===== config.mk =====
export PLATFORM = sky130hd
export DESIGN_NAME = config_axil_bridge_flat
export DESIGN_NICKNAME = d
export VERILOG_FILES = /design/src/rtl/config_pkg.sv /design/src/rtl/config_if.sv /design/src/rtl/config_axil_hold.sv /design/src/rtl/config_axil_bridge.sv /design/src/flat_wrapper.sv
export SDC_FILE = /design/constraint.sdc
export NUM_CORES = 1
export LEC_CHECK = 0
export ABC_CLOCK_PERIOD_IN_PS = 4490
export CAP_MARGIN = 5
export CORE_UTILIZATION = 55
export DETAILED_ROUTE_END_ITERATION = 10
export DONT_BUFFER_PORTS = 1
export PLACE_DENSITY_LB_ADDON = 0.08
export REMOVE_ABC_BUFFERS = 1
export SYNTH_ARGS = -nofsm -noshare
export SYNTH_HDL_FRONTEND = slang
export SYNTH_HIERARCHICAL = 1
export SYNTH_SLANG_ARGS = --single-unit

===== constraint.sdc =====
create_clock -name clk -period 4.49 [get_ports clk]
set_clock_uncertainty 0.2 [all_clocks]
set_input_delay 1.1225 -clock clk [delete_from_list [all_inputs] [get_ports clk]]
set_output_delay 1.1225 -clock clk [all_outputs]
set_load 0.01 [all_outputs]

===== src/rtl/config_pkg.sv =====
// Shared constants, state types and helpers for the AXI4-Lite config bridge.
package config_pkg;

    localparam logic [1:0] RESP_OKAY   = 2'b00;
    localparam logic [1:0] RESP_SLVERR = 2'b10;

    typedef enum logic [1:0] {
        COLLECT,
        ISSUE,
        RESP
    } wr_state_e;

    typedef enum logic {
        R_IDLE,
        R_RESP
    } rd_state_e;

    function automatic int byte_shift(input int data_bits);
        return $clog2(data_bits / 8);
    endfunction

endpackage


===== src/rtl/config_if.sv =====
// Config write stream: one-cycle valid pulses carrying a word address and data.
interface config_i #(
    parameter int ADDR_BITS = 8,
    parameter int DATA_BITS = 64
);
    logic                 valid;
    logic [ADDR_BITS-1:0] addr;
    logic [DATA_BITS-1:0] data;

    modport m (output valid, output addr, output data);
    modport s (input valid, input addr, input data);
endinterface


===== src/rtl/config_axil_hold.sv =====
// Single-entry valid/ready capture register with clear.
module config_axil_hold #(
    parameter int WIDTH = 8
) (
    input  logic             clk,
    input  logic             rst_n,
    input  logic             clr,
    input  logic             en,
    input  logic             d_valid,
    input  logic [WIDTH-1:0] d,
    output logic             d_ready,
    output logic             held,
    output logic [WIDTH-1:0] q
);

    assign d_ready = en && !held;

    always_ff @(posedge clk) begin
        if (!rst_n) begin
            held <= 1'b0;
            q    <= '0;
        end else if (clr) begin
            held <= 1'b0;
        end else if (d_valid && d_ready) begin
            held <= 1'b1;
            q    <= d;
        end
    end

endmodule


===== src/rtl/config_axil_bridge.sv =====
// AXI4-Lite slave turning host writes into config write pulses; reads get SLVERR.
// Define CONFIG_AXIL_WSTRB_CHECK_EN to reject writes with partial strobes.
module config_axil_bridge
    import config_pkg::*;
#(
    parameter int AXIL_ADDR_BITS  = 16,
    parameter int DATA_BITS       = 64,
    parameter int ADDR_SPACE_SIZE = 256,
    parameter int CFG_ADDR_BITS   = 8
) (
    input  logic                      clk,
    input  logic                      rst_n,
    input  logic [AXIL_ADDR_BITS-1:0] s_awaddr,
    input  logic                      s_awvalid,
    output logic                      s_awready,
    input  logic [DATA_BITS-1:0]      s_wdata,
    input  logic [DATA_BITS/8-1:0]    s_wstrb,
    input  logic                      s_wvalid,
    output logic                      s_wready,
    output logic [1:0]                s_bresp,
    output logic                      s_bvalid,
    input  logic                      s_bready,
    input  logic [AXIL_ADDR_BITS-1:0] s_araddr,
    input  logic                      s_arvalid,
    output logic                      s_arready,
    output logic [DATA_BITS-1:0]      s_rdata,
    output logic [1:0]                s_rresp,
    output logic                      s_rvalid,
    input  logic                      s_rready,
    config_i.m                        out
);

    localparam int SHIFT     = byte_shift(DATA_BITS);
    localparam int STRB_BITS = DATA_BITS / 8;
    localparam int W_BITS    = DATA_BITS + STRB_BITS;

    wr_state_e wstate;
    rd_state_e rstate;
    logic      live;
    logic      collect;
    logic      clr;
    logic      aw_held;
    logic      w_held;
    logic      aw_full;
    logic      w_full;
    logic      in_range;
    logic      strb_ok;
    logic      accept;

    logic [AXIL_ADDR_BITS-1:0] aw_q;
    logic [AXIL_ADDR_BITS-1:0] awaddr_n;
    logic [AXIL_ADDR_BITS-1:0] waddr;
    logic [W_BITS-1:0]         w_q;
    logic [W_BITS-1:0]         w_n;

    logic                     cfg_valid_q;
    logic [CFG_ADDR_BITS-1:0] cfg_addr_q;
    logic [DATA_BITS-1:0]     cfg_data_q;
    logic                     bvalid_q;
    logic [1:0]               bresp_q;
    logic                     arready_q;
    logic                     rvalid_q;
    logic [1:0]               rresp_q;

    assign collect = live && (wstate == COLLECT);
    assign clr     = (wstate == RESP) && s_bready;

    config_axil_hold #(.WIDTH(AXIL_ADDR_BITS)) u_aw_hold (
        .clk     (clk),
        .rst_n   (rst_n),
        .clr     (clr),
        .en      (collect),
        .d_valid (s_awvalid),
        .d       (s_awaddr),
        .d_ready (s_awready),
        .held    (aw_held),
        .q       (aw_q)
    );

    config_axil_hold #(.WIDTH(W_BITS)) u_w_hold (
        .clk     (clk),
        .rst_n   (rst_n),
        .clr     (clr),
        .en      (collect),
        .d_valid (s_wvalid),
        .d       ({s_wstrb, s_wdata}),
        .d_ready (s_wready),
        .held    (w_held),
        .q       (w_q)
    );

    // Issue in the cycle right after the second beat lands, so bypass the holds.
    assign aw_full  = aw_held || (s_awvalid && s_awready);
    assign w_full   = w_held || (s_wvalid && s_wready);
    assign awaddr_n = aw_held ? aw_q : s_awaddr;
    assign w_n      = w_held ? w_q : {s_wstrb, s_wdata};
    assign waddr    = awaddr_n >> SHIFT;
    assign in_range = 32'(waddr) < 32'(ADDR_SPACE_SIZE);

`ifdef CONFIG_AXIL_WSTRB_CHECK_EN
    logic unused_bits;
    assign strb_ok     = &w_n[DATA_BITS +: STRB_BITS];
    assign unused_bits = ^s_araddr;
`else
    logic unused_bits;
    assign strb_ok     = 1'b1;
    assign unused_bits = ^{s_araddr, w_n[DATA_BITS +: STRB_BITS]};
`endif

    assign accept = in_range && strb_ok;

    always_ff @(posedge clk) begin
        if (!rst_n) begin
            wstate      <= COLLECT;
            live        <= 1'b0;
            cfg_valid_q <= 1'b0;
            cfg_addr_q  <= '0;
            cfg_data_q  <= '0;
            bvalid_q    <= 1'b0;
            bresp_q     <= RESP_OKAY;
        end else begin
            live        <= 1'b1;
            cfg_valid_q <= 1'b0;
            unique case (wstate)
                COLLECT: begin
                    if (live && aw_full && w_full) begin
                        wstate      <= ISSUE;
                        cfg_valid_q <= accept;
                        cfg_addr_q  <= CFG_ADDR_BITS'(waddr);
                        cfg_data_q  <= w_n[DATA_BITS-1:0];
                        bresp_q     <= accept ? RESP_OKAY : RESP_SLVERR;
                    end
                end
                ISSUE: begin
                    wstate   <= RESP;
                    bvalid_q <= 1'b1;
                end
                RESP: begin
                    if (s_bready) begin
                        wstate   <= COLLECT;
                        bvalid_q <= 1'b0;
                    end
                end
                default: wstate <= COLLECT;
            endcase
        end
    end

    always_ff @(posedge clk) begin
        if (!rst_n) begin
            rstate    <= R_IDLE;
            arready_q <= 1'b0;
            rvalid_q  <= 1'b0;
            rresp_q   <= RESP_OKAY;
        end else begin
            unique case (rstate)
                R_IDLE: begin
                    arready_q <= 1'b1;
                    if (s_arvalid && arready_q) begin
                        rstate    <= R_RESP;
                        arready_q <= 1'b0;
                        rvalid_q  <= 1'b1;
                        rresp_q   <= RESP_SLVERR;
                    end
                end
                R_RESP: begin
                    if (s_rready) begin
                        rstate    <= R_IDLE;
                        arready_q <= 1'b1;
                        rvalid_q  <= 1'b0;
                    end
                end
                default: rstate <= R_IDLE;
            endcase
        end
    end

    // A pulse already registered must not escape during the reset cycle.
    assign out.valid = cfg_valid_q && rst_n;
    assign out.addr  = cfg_addr_q;
    assign out.data  = cfg_data_q;

    assign s_bvalid  = bvalid_q;
    assign s_bresp   = bresp_q;
    assign s_arready = arready_q;
    assign s_rvalid  = rvalid_q;
    assign s_rresp   = rresp_q;
    assign s_rdata   = '0;

endmodule

===== src/flat_wrapper.sv =====
// flat-port wrapper written by rule: the top's interface ports become plain ports
module config_axil_bridge_flat import config_pkg::*;
#(
    parameter int AXIL_ADDR_BITS  = 16,
    parameter int DATA_BITS       = 64,
    parameter int ADDR_SPACE_SIZE = 256,
    parameter int CFG_ADDR_BITS   = 8
)
  (clk, rst_n, s_awaddr, s_awvalid, s_awready, s_wdata, s_wstrb, s_wvalid, s_wready, s_bresp, s_bvalid, s_bready, s_araddr, s_arvalid, s_arready, s_rdata, s_rresp, s_rvalid, s_rready, out_valid, out_addr, out_data);
  config_i #(.DATA_BITS(DATA_BITS)) out_i ();
  input  logic clk;
  input  logic rst_n;
  input  logic [AXIL_ADDR_BITS-1:0] s_awaddr;
  input  logic s_awvalid;
  output logic s_awready;
  input  logic [DATA_BITS-1:0] s_wdata;
  input  logic [DATA_BITS/8-1:0] s_wstrb;
  input  logic s_wvalid;
  output logic s_wready;
  output logic [1:0] s_bresp;
  output logic s_bvalid;
  input  logic s_bready;
  input  logic [AXIL_ADDR_BITS-1:0] s_araddr;
  input  logic s_arvalid;
  output logic s_arready;
  output logic [DATA_BITS-1:0] s_rdata;
  output logic [1:0] s_rresp;
  output logic s_rvalid;
  input  logic s_rready;
  output wire logic [$bits(out_i.valid)-1:0] out_valid;
  output wire logic [$bits(out_i.addr)-1:0] out_addr;
  output wire logic [$bits(out_i.data)-1:0] out_data;
  assign out_valid = out_i.valid;
  assign out_addr = out_i.addr;
  assign out_data = out_i.data;
  config_axil_bridge #(.AXIL_ADDR_BITS(AXIL_ADDR_BITS), .DATA_BITS(DATA_BITS), .ADDR_SPACE_SIZE(ADDR_SPACE_SIZE), .CFG_ADDR_BITS(CFG_ADDR_BITS)) u_core (.clk(clk), .rst_n(rst_n), .s_awaddr(s_awaddr), .s_awvalid(s_awvalid), .s_awready(s_awready), .s_wdata(s_wdata), .s_wstrb(s_wstrb), .s_wvalid(s_wvalid), .s_wready(s_wready), .s_bresp(s_bresp), .s_bvalid(s_bvalid), .s_bready(s_bready), .s_araddr(s_araddr), .s_arvalid(s_arvalid), .s_arready(s_arready), .s_rdata(s_rdata), .s_rresp(s_rresp), .s_rvalid(s_rvalid), .s_rready(s_rready), .out(out_i));
endmodule

==> flow_summary.toml <==
[timing]
fin_crit_ns = 3.02
slew_violations = 0
tightest_slew_ns = 0.964
max_slew_margin_pct = 35.7
fin_ws_ns = 1.47
fmax_mhz = 331
period_share_pct = 67.3
rsz0062_at_grt = "no"
setup_viol = 0
hold_viol = 0

[hold_path]
worstHoldStart = "u_core/u_w_hold/q[53]"
hp-class = "reg2reg"

[yosys]
yosys_warnings = 6
synthCells = 851
syn_area_per_cell_um2 = 9.23
syn_area_um2 = 7860

[power]
seqPwrFrac_pct = 48.7
p_sw_w = 0.000734
intPower_w = 0.00246
p_total_w = 0.00319
comb_power_share_pct = 8.4
power.density_nw_per_um2 = 400
switching_share_pct = 23.0
peakVddDrop_uv = 264
p_clk_share_pct = 42.9
leakage_nw = 3.55

[drt]
firstDrtPassIters = 4
drtAntennaViolNets = 0
routed_wl_um = 14800
dr_total_vias = 5126
post-route-drc-count = 0
wl_per_cell_um = 14.9
drt_iter0_markers = 248
via_per_inst = 5.14

[clock_tree]
clk_pin_slew_ns = 0.06
ctsResizeCount = 0
postCtsSetupBuffers = 0
htreeDepth = 4
cts_tree = "done"
postCtsHoldBufs = 0
root_buffer = "clkbuf_16"
cts.sinks = 161
cts_buffers = 17
clk_latency_ns = 0.42
clockBufferDepth = 2

[placed_design]
hpwl_um = 9280
dpl.cell_count = 969
routabilityCongestion = 0.723
io_buffers = 0
pre_cts_ws_ns = 1.38

[global_routing]
grt_util_all_layers_pct = 20.5
grt_overflow = 0
grt_pass1_vias = 4917
antenna_found_initial = 0
grt_pass1_wl_um = 23500
grt_max_degree = 305

[final_layout]
n_antenna_cell = 0
stdcell_count = 998
layout.nets = 919
drive_gt1_share_pct = 12.7
area_growth_pct = 1.59

[status]
outcome = "finished clean"

[setup_path]
end_kind = "flop"
startpoint_type = "flop"
worstPathRequired_ns = 4.64
path_max_fanout = 68
r2r_start = "u_core/u_w_hold/held"
path_class = "reg2reg"
startpoint = "u_core/u_w_hold/held"
cp.arrival_ns = 3.17

[floorplanning]
die_area_um2 = 14800
die_w_um = 122
die-height_um = 122
num_rows = 43
start_util_pct = 56.6
ios = 257
core-area_um2 = 13900

[job]
drv_cap = 0
-- worst max-delay path, cell delays in order (launching register included) --
cell	delay, ns
dfxtp_4	0.95
and2b_1	0.32
a21oi_1	0.17
or3_4	0.68
buf_12	0.36
mux2i_1	0.23
-- per-stage QoR --
stage	setup TNS [ns]	hold WS [ns]	area [um2]	utilization (%)
2_1_floorplan	-51.07	0.231	7150	-
3_3_place_gp	0	0.238	7420	53.5
3_5_place_dp	0	0.244	7420	53.5
4_1_cts	0	0.255	7980	57.5
5_1_grt	0	0.269	7980	57.5
6_report	0	0.252	7980	57.5
-- layout by cell type (no fill, tap or decap), drive strengths merged, types with 4 or more instances in the layout --
cell type	instances
nand2	300
dfxtp	161
mux2i	149
mux2	72
conb	66
clkbuf	24
a21oi	7
nor2	7
clkinv	4
nor3b	4
-- power groups by stage --
stage               Combinational (W)  Sequential [W]  Clock (W)
global route                 0.000300         0.00156    0.00147
floorplan                    0.000249         0.00157          0
detailed placement           0.000268         0.00159          0
CTS                          0.000270         0.00156    0.00141
global placement             0.000258         0.00158          0
finish                       0.000268         0.00156    0.00137
-- worst paths after layout --
check        slack (ns)               endpoint  depth (start not counted)
max reg2reg        1.47     u_core/out.data[8]                          5
min                0.25  u_core/u_w_hold/q[53]                          2
max                1.47     u_core/out.data[8]                          5
min reg2reg        0.25  u_core/u_w_hold/q[53]                          2
-- per-layer routing --
metal | up-vias | global-route usage, % | wire [um] | part of all wire, %
met4 | 0 | 8.80 | 238 | 1.6
li1 | 2571 | - | - | -
met5 | - | 0 | 0 | 0
met2 | 163 | 33.9 | 7000 | 47
met1 | 2376 | 22.6 | 6130 | 41
met3 | 16 | 9.49 | 1490 | 10
-- layout make-up --
type                    instances  area (um2)
inverters                       3        11.3
well taps                     180         225
fillers                      1250        5900
clock buffers                  24         503
repair buffers                  2        40.0
multi-input cells             623        3920
clock inverters                 5        52.6
flip-flops and latches        161        3230
-- registers in the layout (all words and copies together) (netlist names) --
register	count
u_core/out.data	64
u_core/s_rvalid	1
u_core/rstate	1
u_core/u_aw_hold/held	1
u_core/u_w_hold/q	64
u_core/s_bvalid	1
u_core/s_arready	1
u_core/wstate	2
u_core/u_aw_hold/q	13
u_core/s_rresp	1
u_core/u_w_hold/held	1
u_core/out.addr	8
u_core/live	1
u_core/s_bresp	1
u_core/cfg_valid_q	1
Note: power is estimated with default switching activity, not from simulation.
